[config.mk]
export PLATFORM = sky130hd
export DESIGN_NAME = dcache_controller
export DESIGN_NICKNAME = d
export VERILOG_FILES = /design/src/rtl/dcache_controller.sv
export SDC_FILE = /design/constraint.sdc
export NUM_CORES = 1
export LEC_CHECK = 0
export CAP_MARGIN = 20
export CORE_MARGIN = 1
export CORE_UTILIZATION = 45
export DETAILED_ROUTE_END_ITERATION = 16
export DONT_BUFFER_PORTS = 1
export HOLD_SLACK_MARGIN = 0.02
export PLACE_DENSITY_LB_ADDON = 0.08
export REMOVE_ABC_BUFFERS = 1
export SYNTH_ARGS = -nofsm -noshare
export SYNTH_HDL_FRONTEND = slang
export SYNTH_SLANG_ARGS = --single-unit
[constraint.sdc]
create_clock -name CLK -period 3.41 [get_ports CLK]
set_input_delay 0 -clock CLK [delete_from_list [all_inputs] [get_ports CLK]]
set_output_delay 0 -clock CLK [all_outputs]
set_load 0.005 [all_outputs]
[src/rtl/dcache_controller.sv]
// dcache_controller: direct-mapped write-back write-allocate data cache.
// Hits complete combinationally in IDLE; misses evict (if dirty) and refill a block.
module dcache_controller #(
    parameter int ADDR_W   = 8,
    parameter int INDEX_W  = 3,
    parameter int OFFSET_W = 2,
    localparam int TAG_W   = ADDR_W - INDEX_W - OFFSET_W,
    localparam int NB      = 1 << INDEX_W
) (
    input  logic                     CLK,
    input  logic                     RESET,
    input  logic                     read,
    input  logic                     write,
    input  logic [ADDR_W-1:0]        address,
    input  logic [7:0]               writedata,
    output logic [7:0]               readdata,
    output logic                     busywait,
    output logic                     mem_read,
    output logic                     mem_write,
    output logic [TAG_W+INDEX_W-1:0] mem_address,
    output logic [31:0]              mem_writedata,
    input  logic [31:0]              mem_readdata,
    input  logic                     mem_busywait
);
    typedef enum logic [1:0] {IDLE, MEM_WRITE, MEM_READ, UPDATE} state_t;
    state_t state;
    logic [31:0] data [NB];
    logic [TAG_W-1:0] tags [NB];
    logic [NB-1:0] valid, dirty;
    logic [31:0] fill;
    logic [TAG_W-1:0] tag;
    logic [INDEX_W-1:0] index;
    logic [OFFSET_W-1:0] offset;
    logic hit, idle, req;
    assign {tag, index, offset} = address;
    assign hit = valid[index] && tags[index] == tag;
    assign idle = state == IDLE;
    assign req = read | write;
    // Gated by RESET so an in-flight stall is released the instant reset asserts.
    assign busywait = RESET && req && !(idle && hit);
    assign readdata = RESET ? data[index][{offset, 3'b000} +: 8] : 8'h00;
    always_ff @(posedge CLK or negedge RESET) begin
        if (!RESET) begin
            state         <= IDLE;
            valid         <= '0;
            dirty         <= '0;
            mem_read      <= 1'b0;
            mem_write     <= 1'b0;
            mem_address   <= '0;
            mem_writedata <= '0;
            fill          <= '0;
        end else begin
            case (state)
                IDLE: begin
                    if (req && hit) begin
                        if (write) dirty[index] <= 1'b1;
                    end else if (req && valid[index] && dirty[index]) begin
                        state         <= MEM_WRITE;
                        mem_write     <= 1'b1;
                        mem_address   <= {tags[index], index};
                        mem_writedata <= data[index];
                    end else if (req) begin
                        state       <= MEM_READ;
                        mem_read    <= 1'b1;
                        mem_address <= {tag, index};
                    end
                end
                MEM_WRITE: if (!mem_busywait) begin
                    state       <= MEM_READ;
                    mem_write   <= 1'b0;
                    mem_read    <= 1'b1;
                    mem_address <= {tag, index};
                end
                MEM_READ: if (!mem_busywait) begin
                    state    <= UPDATE;
                    mem_read <= 1'b0;
                    fill     <= mem_readdata;
                end
                UPDATE: begin
                    state        <= IDLE;
                    valid[index] <= 1'b1;
                    dirty[index] <= 1'b0;
                end
            endcase
        end
    end
    // Storage arrays carry no reset; valid bits alone define their contents.
    always_ff @(posedge CLK) begin
        if (state == UPDATE) begin
            data[index] <= fill;
            tags[index] <= tag;
        end else if (idle && hit && write) begin
            data[index][{offset, 3'b000} +: 8] <= writedata;
        end
    end
endmodule
==> results of run 1 <==
## registers in the layout, summed over array words and instances, names as in the netlist, named ones only
name / flops
fill: 32
mem_write: 1
state: 2
tags: 24
mem_read: 1
mem_address: 6
data: 256
mem_writedata: 32
valid: 8
## final cells by class
type                       instances  area [um^2]
sequential                       370        10700
fill                            2868        15900
clock inverter                    16          159
clock buffer                      57         1110
tap                              455          569
inverter                          57          214
antenna                            1         2.50
multi-input combinational        558         4540
timing repair buffer             125         1260
## what timing repair did
item,4_1_cts,5_1_grt
setup endpoints to repair,0,2
endpoints found under the hold margin,454,0
hold buffers,84,0
gates resized for setup,0,3
## worst paths after layout
path	cells after the start	slack [ps]	end
worst min register to register	1	470	valid[3]
worst max register to register	9	240	mem_address[0]
min in group asynchronous	2	70	fill[16]
worst max-delay path	9	240	mem_address[0]
max in group asynchronous	2	2930	mem_writedata[27]
worst min-delay path	5	50	mem_address[3]
## Yosys cell counts (all sizes together), types with 26 or more instances
cell type / number / area share
inv: 57 / 0.014
nor2: 26 / 0.0064
nand2: 104 / 0.025
edfxtp: 280 / 0.54
o21ai: 46 / 0.015
o21a: 34 / 0.016
mux2: 59 / 0.044
mux2i: 85 / 0.054
mux4: 27 / 0.039
buf: 34 / 0.015
dfrtp: 90 / 0.14
## stage by stage
stage,utilization,hold WS [ps]
after floorplan,-,-296
after global placement,0.474,-294
after detailed placement,0.474,-294
after CTS,0.537,22.4
after global routing,0.537,40.6
final,0.537,50.2
## power by group through the flow
| stage | sequential (W) | clock [W] | combinational [W] |
|---|---|---|---|
| floorplan | 0.00631 | 0 | 0.00153 |
| global placement | 0.00642 | 0 | 0.00227 |
| detailed placement | 0.00643 | 0 | 0.00230 |
| CTS | 0.00635 | 0.00430 | 0.00257 |
| global route | 0.00642 | 0.00445 | 0.00281 |
| finish | 0.00634 | 0.00425 | 0.00257 |
## cells by family (layout without fill, tap and decap cells)
kind of cell	count (synthesis)	after routing	synth area share
AO/OA/AOI/OAI	194	194	0.0897
XOR/XNOR	3	3	0.00167
adder cells (fa/ha/maj)	9	9	0.00717
buffers and inverters	115	255	0.0342
flip-flops	370	370	0.678
multiplexers	171	171	0.137
other	0	1	0
AND/OR/NAND/NOR	181	181	0.0522
## worst reg2reg max path, cell delays in order, from the launching register on
cell and delay (ps):
sky130_fd_sc_hd__dfrtp_1 370, sky130_fd_sc_hd__mux2_1 290, sky130_fd_sc_hd__a221o_1 340, sky130_fd_sc_hd__a222oi_1 370, sky130_fd_sc_hd__inv_1 100, sky130_fd_sc_hd__and4_4 250, sky130_fd_sc_hd__buf_4 200, sky130_fd_sc_hd__a21o_4 270
sky130_fd_sc_hd__mux2_4 300, sky130_fd_sc_hd__dlygate4sd3_1 560
## routing by layer
metal	global-route usage	vias up
li1	-	4192
met1	0.355	4981
met2	0.427	423
met3	0.0567	88
met4	0.0775	2
met5	0	-
==> flow_results.xml, run 1 <==
<?xml version="1.0" encoding="UTF-8"?>
<metrics>
  <group name="clocking">
    <metric name="cts_max_path_buffers" unit="">3</metric>
    <metric name="cts_made_buffers" unit="">40</metric>
    <metric name="tritoncts_clock_tree" unit="">yes</metric>
    <metric name="cts_setup_buffers" unit="">0</metric>
    <metric name="worst_setup_hold_path_clk_slew" unit="ps">60</metric>
    <metric name="clockRootBuffer" unit="">sky130_fd_sc_hd__clkbuf_16</metric>
    <metric name="ctsHtreeMaxLevel" unit="">2</metric>
    <metric name="clk-insertion-delay-late" unit="ps">550</metric>
    <metric name="cts.sink_count" unit="">370</metric>
  </group>
  <group name="die">
    <metric name="floorplan.die.height" unit="um">189</metric>
    <metric name="floorplan.die.width" unit="um">189</metric>
    <metric name="fp.dieArea" unit="um^2">35700</metric>
    <metric name="std_cell_rows" unit="">68</metric>
    <metric name="floorplan.initialDensity" unit="">0.456</metric>
    <metric name="floorplan.io_pins" unit="">102</metric>
    <metric name="design.core.area" unit="um^2">34500</metric>
  </group>
  <group name="hold_path">
    <metric name="min_path_type" unit="">in2reg</metric>
    <metric name="hold_path_startpoint" unit="">address[2]</metric>
  </group>
  <group name="job">
    <metric name="cap_viol_max_count" unit="">0</metric>
  </group>
  <group name="route">
    <metric name="via_density" unit="">5.91</metric>
    <metric name="remaining_drc_errors" unit="">0</metric>
    <metric name="routed_length_on_met1" unit="mm">19.4</metric>
    <metric name="detail_route.first_pass.iterations" unit="">5</metric>
    <metric name="routed_wl" unit="mm">46.2</metric>
    <metric name="num_vias" unit="">9686</metric>
    <metric name="detail_route.iter0.violations" unit="">920</metric>
    <metric name="drtAntennaViolNets" unit="">0</metric>
    <metric name="highest-signal-layer" unit="">met5</metric>
    <metric name="met2WireLength" unit="mm">22.0</metric>
    <metric name="wl_per_cell" unit="um">28.2</metric>
    <metric name="met3RoutedLength" unit="mm">3.65</metric>
  </group>
  <group name="timing">
    <metric name="tightestPinTransition" unit="ps">1150</metric>
    <metric name="totalNegativeSetupSlack" unit="ps">0</metric>
    <metric name="finalWorstPathRequiredPeriod" unit="ps">3170</metric>
    <metric name="max_freq" unit="MHz">315</metric>
    <metric name="post_route_clock_skew" unit="ps">21.4</metric>
    <metric name="finalWorstSetupSlack" unit="ps">235</metric>
    <metric name="slew-limit-headroom" unit="">0.232</metric>
    <metric name="unrepaired_setup_endpoints_after_global_routing" unit="">no</metric>
    <metric name="timing.final.max_slew_violations" unit="">0</metric>
    <metric name="period_share" unit="">0.931</metric>
    <metric name="timing_hold_violations_final" unit="">0</metric>
    <metric name="finalSetupViolations" unit="">0</metric>
  </group>
  <group name="global_route">
    <metric name="grt_first_pass_wirelength" unit="mm">66.5</metric>
    <metric name="antenna_found_initial" unit="">5</metric>
    <metric name="pin_count_of_the_biggest_net_entering_global_routing" unit="">91</metric>
    <metric name="overflow" unit="">0</metric>
    <metric name="grt_pass1_vias" unit="">9672</metric>
    <metric name="global_route.usage.total" unit="">0.263</metric>
  </group>
  <group name="power_and_ir_drop">
    <metric name="p_leak" unit="nW">6.65</metric>
    <metric name="comb_pwr_share" unit="">0.195</metric>
    <metric name="clock_power_share" unit="">0.323</metric>
    <metric name="vdd_drop_max" unit="mV">0.515</metric>
    <metric name="p_int" unit="W">0.00947</metric>
    <metric name="swShare" unit="">0.281</metric>
    <metric name="pwr_density_cell" unit="nW/um^2">711</metric>
    <metric name="seq_pwr_share" unit="">0.482</metric>
    <metric name="p_sw" unit="W">0.00369</metric>
    <metric name="p_total" unit="W">0.0132</metric>
  </group>
  <group name="placed_design">
    <metric name="detailed_place_hpwl" unit="mm">28.8</metric>
    <metric name="io_buffers" unit="">0</metric>
    <metric name="dp_worst_setup_slack" unit="ps">255</metric>
    <metric name="globalplace.congestion" unit="">0.805</metric>
    <metric name="dpl_cell_area" unit="um^2">16300</metric>
    <metric name="place_inst" unit="">1480</metric>
  </group>
  <group name="critical_path">
    <metric name="cp-end-kind" unit="">register</metric>
    <metric name="setup.worst_path.start_class" unit="">register</metric>
    <metric name="worst_r2r_startpoint" unit="">valid[3]</metric>
    <metric name="worst-endpoint-arrival" unit="ps">3600</metric>
    <metric name="crit_start" unit="">valid[3]</metric>
    <metric name="worst_path_dominant_cell_family" unit="">compound AO/OA/AOI/OAI gates</metric>
    <metric name="path_max_fanout" unit="">11</metric>
    <metric name="cp.buffers_inverters" unit="">3</metric>
    <metric name="crit_chain" unit="">mux2_1, a221o_1, a222oi_1, inv_1, and4_4, buf_4, a21o_4, mux2_4, dlygate4sd3_1</metric>
    <metric name="worst-setup-path-type" unit="">reg2reg</metric>
    <metric name="crit_path_top_delay_cell" unit="">sky130_fd_sc_hd__dlygate4sd3_1</metric>
    <metric name="worst-endpoint-required" unit="ps">3840</metric>
    <metric name="cp_peak_stage_delay" unit="ps">560</metric>
  </group>
  <group name="layout">
    <metric name="layout_area_overhead" unit="%">17.8</metric>
    <metric name="top_library_cells_by_usage_in_the_layout_fill_and_taps_aside" unit="">sky130_fd_sc_hd__edfxtp_1 (280), sky130_fd_sc_hd__nand2_1 (104), sky130_fd_sc_hd__dfrtp_1 (90)</metric>
    <metric name="fin_cells" unit="">1639</metric>
    <metric name="layout_cell_share_with_drive_strength_beyond_1" unit="">0.153</metric>
    <metric name="fin_area" unit="um^2">18500</metric>
    <metric name="finalNetCount" unit="">1214</metric>
    <metric name="layout.cells.most_common" unit="">sky130_fd_sc_hd__edfxtp_1</metric>
  </group>
  <group name="synthesis">
    <metric name="synth_seq_area_share" unit="">0.678</metric>
    <metric name="synthesis.area" unit="um^2">15700</metric>
    <metric name="syn-mean-instance-area" unit="um^2">15.1</metric>
    <metric name="ys_async_sr_fraction" unit="">0.243</metric>
    <metric name="synth.distinct_cells" unit="">54</metric>
    <metric name="synth_warnings" unit="">0</metric>
    <metric name="synth_edf_count" unit="">280</metric>
    <metric name="post_synth_inst_count" unit="">1043</metric>
    <metric name="synth_flop_cell" unit="">sky130_fd_sc_hd__edfxtp_1</metric>
    <metric name="synth_seq_cells" unit="">370</metric>
  </group>
  <group name="status">
    <metric name="status" unit="">finished, final reports clean</metric>
  </group>
</metrics>
Power figures use the tool's default switching activity.
==> run 2: changes to the inputs <==
--- a/config.mk
+++ b/config.mk
@@ -6,6 +6,8 @@
 export NUM_CORES = 1
 export LEC_CHECK = 0
 export CAP_MARGIN = 20
+export CELL_PAD_IN_SITES_DETAIL_PLACEMENT = 1
+export CELL_PAD_IN_SITES_GLOBAL_PLACEMENT = 1
 export CORE_MARGIN = 1
 export CORE_UTILIZATION = 45
 export DETAILED_ROUTE_END_ITERATION = 16
==> run 2 against run 1 <==
Sequential power hardly changed. Power is 5.6% higher. Global-route usage is 1.7 points higher. Utilization is 1.1 points higher. Clock power is 10% higher. Design area is 2.1% higher. Routed wire length is 6.9% higher. Critical endpoint is now mem_address[1]. Count of clock-buffer cells in the layout is 7 higher. Die area stayed put.
==> flow_results.xml, run 2 (synthesis gave the netlist of run 1 again) <==
<?xml version="1.0" encoding="UTF-8"?>
<metrics>
  <group name="layout">
    <metric name="layout_area_overhead" unit="%">20.3</metric>
    <metric name="fin_area" unit="um^2">18900</metric>
    <metric name="sequential_cell_area" unit="um^2">10700</metric>
    <metric name="largest_reg_flops" unit="">256</metric>
    <metric name="utilization" unit="">0.549</metric>
    <metric name="layout_cell_share_with_drive_strength_beyond_1" unit="">0.183</metric>
    <metric name="top_library_cells_by_usage_in_the_layout_fill_and_taps_aside" unit="">sky130_fd_sc_hd__edfxtp_1 (280), sky130_fd_sc_hd__nand2_1 (104), sky130_fd_sc_hd__dfrtp_1 (90)</metric>
    <metric name="fillerInstances" unit="">3261</metric>
    <metric name="layout.cells.most_common" unit="">sky130_fd_sc_hd__edfxtp_1</metric>
    <metric name="finalNetCount" unit="">1249</metric>
    <metric name="multi_input_area" unit="um^2">4530</metric>
    <metric name="largest_registers" unit="">data x256, fill x32, mem_writedata x32</metric>
    <metric name="largest-register" unit="">data</metric>
  </group>
  <group name="route">
    <metric name="remaining_drc_errors" unit="">0</metric>
    <metric name="wl_per_cell" unit="um">29.4</metric>
    <metric name="via_density" unit="">5.91</metric>
    <metric name="num_vias" unit="">9904</metric>
    <metric name="detail_route.first_pass.iterations" unit="">5</metric>
    <metric name="routed_wl" unit="mm">49.3</metric>
    <metric name="detail_route.iter0.violations" unit="">912</metric>
    <metric name="drtAntennaViolNets" unit="">0</metric>
  </group>
  <group name="die">
    <metric name="floorplan.die.width" unit="um">189</metric>
    <metric name="fp.dieArea" unit="um^2">35700</metric>
    <metric name="floorplan.io_pins" unit="">102</metric>
    <metric name="std_cell_rows" unit="">68</metric>
    <metric name="floorplan.initialDensity" unit="">0.456</metric>
    <metric name="design.core.area" unit="um^2">34500</metric>
    <metric name="floorplan.die.height" unit="um">189</metric>
  </group>
  <group name="timing">
    <metric name="period_share" unit="">0.954</metric>
    <metric name="slew-limit-headroom" unit="">0.180</metric>
    <metric name="unrepaired_setup_endpoints_after_global_routing" unit="">no</metric>
    <metric name="finalSetupViolations" unit="">0</metric>
    <metric name="post_route_clock_skew" unit="ps">18.3</metric>
    <metric name="tightestPinTransition" unit="ps">1230</metric>
    <metric name="totalNegativeSetupSlack" unit="ps">0</metric>
    <metric name="timing.final.max_slew_violations" unit="">0</metric>
    <metric name="timing_hold_violations_final" unit="">0</metric>
    <metric name="finalWorstPathRequiredPeriod" unit="ps">3250</metric>
    <metric name="max_freq" unit="MHz">307</metric>
  </group>
  <group name="power_and_ir_drop">
    <metric name="p_leak" unit="nW">6.90</metric>
    <metric name="p_total" unit="W">0.0139</metric>
    <metric name="pwr_density_cell" unit="nW/um^2">735</metric>
    <metric name="vdd_drop_max" unit="mV">0.407</metric>
  </group>
  <group name="clocking">
    <metric name="tritoncts_clock_tree" unit="">yes</metric>
    <metric name="clk-insertion-delay-late" unit="ps">540</metric>
    <metric name="cts.sink_count" unit="">370</metric>
    <metric name="cts_max_path_buffers" unit="">3</metric>
    <metric name="clockRootBuffer" unit="">sky130_fd_sc_hd__clkbuf_16</metric>
    <metric name="worst_setup_hold_path_clk_slew" unit="ps">60</metric>
    <metric name="cts_resized" unit="">0</metric>
    <metric name="ctsHtreeMaxLevel" unit="">2</metric>
    <metric name="cts_made_buffers" unit="">42</metric>
  </group>
  <group name="critical_path">
    <metric name="crit_chain" unit="">mux2_1, a221o_1, a222oi_1, buf_4, inv_1, and4_1, buf_4, a21o_4, mux2_4, dlygate4sd3_1</metric>
    <metric name="setup.worst_path.start_class" unit="">register</metric>
    <metric name="cp-end-kind" unit="">register</metric>
    <metric name="reg2reg_slack" unit="ps">160</metric>
    <metric name="cp.buffers_inverters" unit="">4</metric>
    <metric name="path_max_fanout" unit="">11</metric>
    <metric name="cpMostUsedCell" unit="">sky130_fd_sc_hd__buf_4</metric>
    <metric name="cp_peak_stage_delay" unit="ps">560</metric>
    <metric name="worst-endpoint-arrival" unit="ps">3660</metric>
    <metric name="worst-setup-path-type" unit="">reg2reg</metric>
    <metric name="worst_path_dominant_cell_family" unit="">buffers and inverters</metric>
    <metric name="worst-endpoint-required" unit="ps">3820</metric>
    <metric name="worstRegToRegCells" unit="">10</metric>
    <metric name="worst_r2r_startpoint" unit="">valid[3]</metric>
    <metric name="crit_path_top_delay_cell" unit="">sky130_fd_sc_hd__dlygate4sd3_1</metric>
    <metric name="worst_r2r_endpoint" unit="">mem_address[1]</metric>
  </group>
  <group name="placed_design">
    <metric name="globalplace.congestion" unit="">0.831</metric>
    <metric name="detailed_place_hpwl" unit="mm">31.0</metric>
    <metric name="io_buffers" unit="">0</metric>
    <metric name="dpl_cell_area" unit="um^2">16600</metric>
  </group>
  <group name="hold_path">
    <metric name="min_path_type" unit="">in2reg</metric>
    <metric name="hold_path_depth" unit="">4</metric>
    <metric name="hold_path_startpoint" unit="">write</metric>
    <metric name="timing.hold.worst_endpoint" unit="">mem_writedata[27]</metric>
  </group>
  <group name="job">
    <metric name="cap_viol_max_count" unit="">0</metric>
  </group>
  <group name="status">
    <metric name="status" unit="">finished, final reports clean</metric>
  </group>
  <group name="global_route">
    <metric name="overflow" unit="">0</metric>
    <metric name="grt_first_pass_wirelength" unit="mm">70.5</metric>
    <metric name="antenna_found_initial" unit="">4</metric>
    <metric name="grt_pass1_vias" unit="">10100</metric>
    <metric name="pin_count_of_the_biggest_net_entering_global_routing" unit="">91</metric>
    <metric name="global_route.usage.total" unit="">0.280</metric>
  </group>
</metrics>
[run 2: cell types whose count changed in the layout (fill, tap and decap cells not counted), sizes merged]
cell / before / now
bufinv: 3 / 5
clkinv: 10 / 6
clkinvlp: 1 / 2
buf: 44 / 82
inv: 59 / 58
dlygate4sd3: 81 / 76
clkbuf: 57 / 64
[run 2: final cells by class]
class / instances / share of cell area
Clock buffer: 64 / 0.0660
Inverter: 57 / 0.0113
Tap cell: 455 / 0.0301
Sequential cell: 370 / 0.564
Antenna cell: 1 / 0.000132
Timing Repair Buffer: 158 / 0.0785
Clock inverter: 14 / 0.0106
Multi-Input combinational cell: 558 / 0.239
[run 2: metal layers]
metal | track usage | vias to the layer above | wire (um)
met4 | 0.0946 | 4 | 1630
met1 | 0.382 | 5132 | 20500
met5 | 0 | - | 26
met2 | 0.455 | 421 | 23500
met3 | 0.0504 | 100 | 3640
li1 | - | 4247 | -
[run 2: power by group]
part / total, W / switching (W) / internal, W
combinational: 0.00287 / 0.00169 / 0.00118
clock: 0.00469 / 0.00178 / 0.00290
sequential: 0.00634 / 0.000345 / 0.00600
total: 0.0139 / 0.00382 / 0.0101
[run 2: stage by stage]
| step | instances | hold WS [ps] | worst slack, ps |
|---|---|---|---|
| global route | 1676 | 56.5 | 74.0 |
| floorplan | 985 | -296 | 437 |
| global placement | 1518 | -292 | 469 |
| CTS | 1675 | 25.8 | 111 |
| detailed placement | 1518 | -291 | 402 |
| finish | 1677 | 43.1 | 157 |
[run 2: tightest hold or removal path: stages]
cell and delay, ps:
sky130_fd_sc_hd__or2_2 140, sky130_fd_sc_hd__a21oi_4 80, sky130_fd_sc_hd__buf_4 180, sky130_fd_sc_hd__mux2i_1 120
[run 2: worst max path at each step]
stage              from           endpoint  slack [ps]  cells past startpoint
6_report       valid[3]     mem_address[1]         160                     10
3_3_place_gp   valid[3]        data[6][27]         470                      8
3_5_place_dp   valid[3]        data[1][31]         400                      8
5_1_grt        valid[3]     mem_address[1]          70                     10
4_1_cts        valid[3]     mem_address[0]         110                      9
2_1_floorplan  valid[3]  mem_writedata[16]         440                      7
[run 2: timing repair]
| action | in CTS | in global routing |
|---|---|---|
| setup buffers | 0 | 1 |
| hold buffers | 79 | 0 |
| endpoints found under the setup margin | 0 | 2 |
| hold endpoints to repair | 458 | 0 |
==> run 3: changes to the inputs <==
--- a/config.mk
+++ b/config.mk
@@ -13,8 +13,9 @@
 export DETAILED_ROUTE_END_ITERATION = 16
 export DONT_BUFFER_PORTS = 1
 export HOLD_SLACK_MARGIN = 0.02
-export PLACE_DENSITY_LB_ADDON = 0.08
+export PLACE_DENSITY = 0.79
 export REMOVE_ABC_BUFFERS = 1
+export SKIP_LAST_GASP = 1
 export SYNTH_ARGS = -nofsm -noshare
 export SYNTH_HDL_FRONTEND = slang
 export SYNTH_SLANG_ARGS = --single-unit
==> run 3 against run 2 <==
Routed wire length is 3.9% lower. Clock power is 2% lower. Utilization is 1.6 points lower. Critical path depth stayed put. Count of clock-buffer cells in the layout is 5 lower. Final cell count is 4.0% lower. Register-to-register slack hardly changed. Combinational power is 14% lower. Critical path type unchanged. Largest power group unchanged.
==> flow_results.xml, run 3 (synthesis gave the netlist of run 1 again) <==
<?xml version="1.0" encoding="UTF-8"?>
<metrics>
  <group name="status">
    <metric name="status" unit="">finished, final reports clean</metric>
  </group>
  <group name="die">
    <metric name="floorplan.die.width" unit="um">189</metric>
    <metric name="fp.dieArea" unit="um^2">35700</metric>
    <metric name="std_cell_rows" unit="">68</metric>
    <metric name="floorplan.die.height" unit="um">189</metric>
    <metric name="design.core.area" unit="um^2">34500</metric>
    <metric name="floorplan.io_pins" unit="">102</metric>
    <metric name="floorplan.initialDensity" unit="">0.456</metric>
  </group>
  <group name="critical_path">
    <metric name="cpMostUsedCell" unit="">sky130_fd_sc_hd__buf_4</metric>
    <metric name="setup.worst_path.end" unit="">mem_address[0]</metric>
    <metric name="worst-setup-path-type" unit="">reg2reg</metric>
    <metric name="worstRegToRegCells" unit="">10</metric>
    <metric name="worst_r2r_startpoint" unit="">valid[1]</metric>
    <metric name="crit_chain" unit="">mux2_1, a221o_1, a222oi_1, buf_4, inv_1, and4_1, buf_4, a21o_4, mux2_4, dlygate4sd3_1</metric>
    <metric name="reg2reg_slack" unit="ps">160</metric>
    <metric name="path_max_fanout" unit="">11</metric>
    <metric name="cp_peak_stage_delay" unit="ps">570</metric>
    <metric name="setup.worst_path.start_class" unit="">register</metric>
    <metric name="crit_path_top_delay_cell" unit="">sky130_fd_sc_hd__dlygate4sd3_1</metric>
    <metric name="cp-end-kind" unit="">register</metric>
    <metric name="crit_start" unit="">valid[1]</metric>
    <metric name="worst-endpoint-arrival" unit="ps">3650</metric>
    <metric name="worst_r2r_endpoint" unit="">mem_address[0]</metric>
    <metric name="worst-endpoint-required" unit="ps">3820</metric>
  </group>
  <group name="job">
    <metric name="cap_viol_max_count" unit="">0</metric>
  </group>
  <group name="timing">
    <metric name="unrepaired_setup_endpoints_after_global_routing" unit="">no</metric>
    <metric name="max_freq" unit="MHz">308</metric>
    <metric name="post_route_clock_skew" unit="ps">11.9</metric>
    <metric name="slew-limit-headroom" unit="">0.246</metric>
    <metric name="period_share" unit="">0.952</metric>
    <metric name="tightestPinTransition" unit="ps">1130</metric>
    <metric name="totalNegativeSetupSlack" unit="ps">0</metric>
    <metric name="finalSetupViolations" unit="">0</metric>
    <metric name="finalWorstPathRequiredPeriod" unit="ps">3250</metric>
    <metric name="timing_hold_violations_final" unit="">0</metric>
    <metric name="timing.final.max_slew_violations" unit="">0</metric>
  </group>
  <group name="clocking">
    <metric name="cts_made_buffers" unit="">40</metric>
    <metric name="worst_setup_hold_path_clk_slew" unit="ps">70</metric>
    <metric name="clockRootBuffer" unit="">sky130_fd_sc_hd__clkbuf_16</metric>
    <metric name="clk-insertion-delay-late" unit="ps">530</metric>
    <metric name="tritoncts_clock_tree" unit="">yes</metric>
    <metric name="cts_max_path_buffers" unit="">3</metric>
    <metric name="cts_resized" unit="">0</metric>
    <metric name="cts.sink_count" unit="">370</metric>
    <metric name="ctsHtreeMaxLevel" unit="">2</metric>
  </group>
  <group name="layout">
    <metric name="layout_cell_share_with_drive_strength_beyond_1" unit="">0.157</metric>
    <metric name="finalNetCount" unit="">1187</metric>
    <metric name="layout.cells.most_common" unit="">sky130_fd_sc_hd__edfxtp_1</metric>
    <metric name="sequential_cell_area" unit="um^2">10700</metric>
    <metric name="fin_cells" unit="">1610</metric>
    <metric name="multi_input_area" unit="um^2">4530</metric>
    <metric name="top_library_cells_by_usage_in_the_layout_fill_and_taps_aside" unit="">sky130_fd_sc_hd__edfxtp_1 (280), sky130_fd_sc_hd__nand2_1 (104), sky130_fd_sc_hd__dfrtp_1 (90)</metric>
    <metric name="largest_reg_flops" unit="">256</metric>
    <metric name="fillerInstances" unit="">3281</metric>
    <metric name="layout_area_overhead" unit="%">16.7</metric>
    <metric name="largest_registers" unit="">data x256, fill x32, mem_writedata x32</metric>
    <metric name="largest-register" unit="">data</metric>
  </group>
  <group name="placed_design">
    <metric name="io_buffers" unit="">0</metric>
    <metric name="detailed_place_hpwl" unit="mm">28.6</metric>
    <metric name="place_inst" unit="">1474</metric>
    <metric name="globalplace.congestion" unit="">0.839</metric>
  </group>
  <group name="global_route">
    <metric name="pin_count_of_the_biggest_net_entering_global_routing" unit="">91</metric>
    <metric name="grt_pass1_vias" unit="">10200</metric>
    <metric name="grt_first_pass_wirelength" unit="mm">69.2</metric>
    <metric name="global_route.usage.total" unit="">0.269</metric>
    <metric name="overflow" unit="">0</metric>
    <metric name="antenna_found_initial" unit="">2</metric>
  </group>
  <group name="route">
    <metric name="remaining_drc_errors" unit="">0</metric>
    <metric name="drtAntennaViolNets" unit="">0</metric>
    <metric name="num_vias" unit="">9873</metric>
    <metric name="detail_route.first_pass.iterations" unit="">6</metric>
    <metric name="detail_route.iter0.violations" unit="">948</metric>
    <metric name="routed_wl" unit="mm">47.4</metric>
    <metric name="via_density" unit="">6.13</metric>
    <metric name="wl_per_cell" unit="um">29.4</metric>
  </group>
  <group name="power_and_ir_drop">
    <metric name="vdd_drop_max" unit="mV">0.384</metric>
    <metric name="p_leak" unit="nW">6.60</metric>
    <metric name="pwr_density_cell" unit="nW/um^2">733</metric>
  </group>
  <group name="hold_path">
    <metric name="min_path_type" unit="">in2reg</metric>
  </group>
</metrics>
## run 3: cell count changes in the layout (fill, tap and decap cells not counted), moves of 2 or more
cell / previous run / this run
sky130_fd_sc_hd__buf_4: 74 / 33
sky130_fd_sc_hd__clkbuf_1: 14 / 10
sky130_fd_sc_hd__clkbuf_16: 45 / 41
sky130_fd_sc_hd__clkbuf_8: 5 / 8
sky130_fd_sc_hd__clkinv_1: 3 / 1
sky130_fd_sc_hd__clkinvlp_4: 2 / 0
sky130_fd_sc_hd__dlygate4sd3_1: 76 / 57
## run 3: area by class of cell
class,instances,area share
clock buffers,59,0.0640
flip-flops and latches,370,0.581
clock inverters,12,0.0116
repair buffers,98,0.0533
diodes,1,0.000136
inverters,57,0.0117
multi-input cells,558,0.247
well taps,455,0.0310
## run 3: metrics by stage
stage / instance area (um^2) / hold WS [ps] / util / total power [W] / setup slack, ps
floorplan: 15400 / -296 / - / 0.00784 / 437
global placement: 16300 / -292 / 0.472 / 0.00855 / 407
detailed placement: 16300 / -291 / 0.472 / 0.00872 / 247
CTS: 18300 / 20.7 / 0.531 / 0.0134 / 69.5
global route: 18300 / 53.9 / 0.532 / 0.0139 / 50.5
finish: 18300 / 31.5 / 0.532 / 0.0134 / 163
## run 3: timing repair
| item | 4_1_cts | 5_1_grt |
|---|---|---|
| hold endpoints to repair | 449 | 0 |
| endpoints found under the setup margin | 0 | 12 |
| setup buffers | 0 | 3 |
| hold buffers | 60 | 0 |
## run 3: how the worst min path moves through the flow
stage	from	endpoint	slack [ps]	cells after the start
after floorplan	RESET	async pin	-300	0
after global placement	RESET	fill[20]	-290	0
after CTS	address[3]	mem_writedata[22]	20	3
after global routing	address[3]	mem_writedata[21]	50	3
final	write	mem_writedata[3]	30	4
after detailed placement	RESET	mem_address[4]	-290	0
## run 3: metal layers
layer	part of all wire	track usage	vias to the layer above
li1	-	-	4123
met1	0.39	0.357	5088
met2	0.46	0.426	543
met3	0.11	0.0740	117
met4	0.035	0.0971	2
met5	0.00021	0	-
## run 3: critical path: cells and delay by family (launching register included)
| kind | cells | cell delay (ps) |
|---|---|---|
| muxes | 2 | 590 |
| DFF | 1 | 380 |
| and+or+nand+nor | 1 | 280 |
| buffers and inverters | 4 | 1010 |
| AOI/OAI and AO/OA | 3 | 870 |
## run 3: where the power goes
group	internal (W)	total (W)	leakage, nW	switching [W]
Combinational	0.000888	0.00247	2.33	0.00158
Clock	0.00283	0.00459	0.681	0.00176
Sequential	0.00601	0.00639	3.59	0.000385
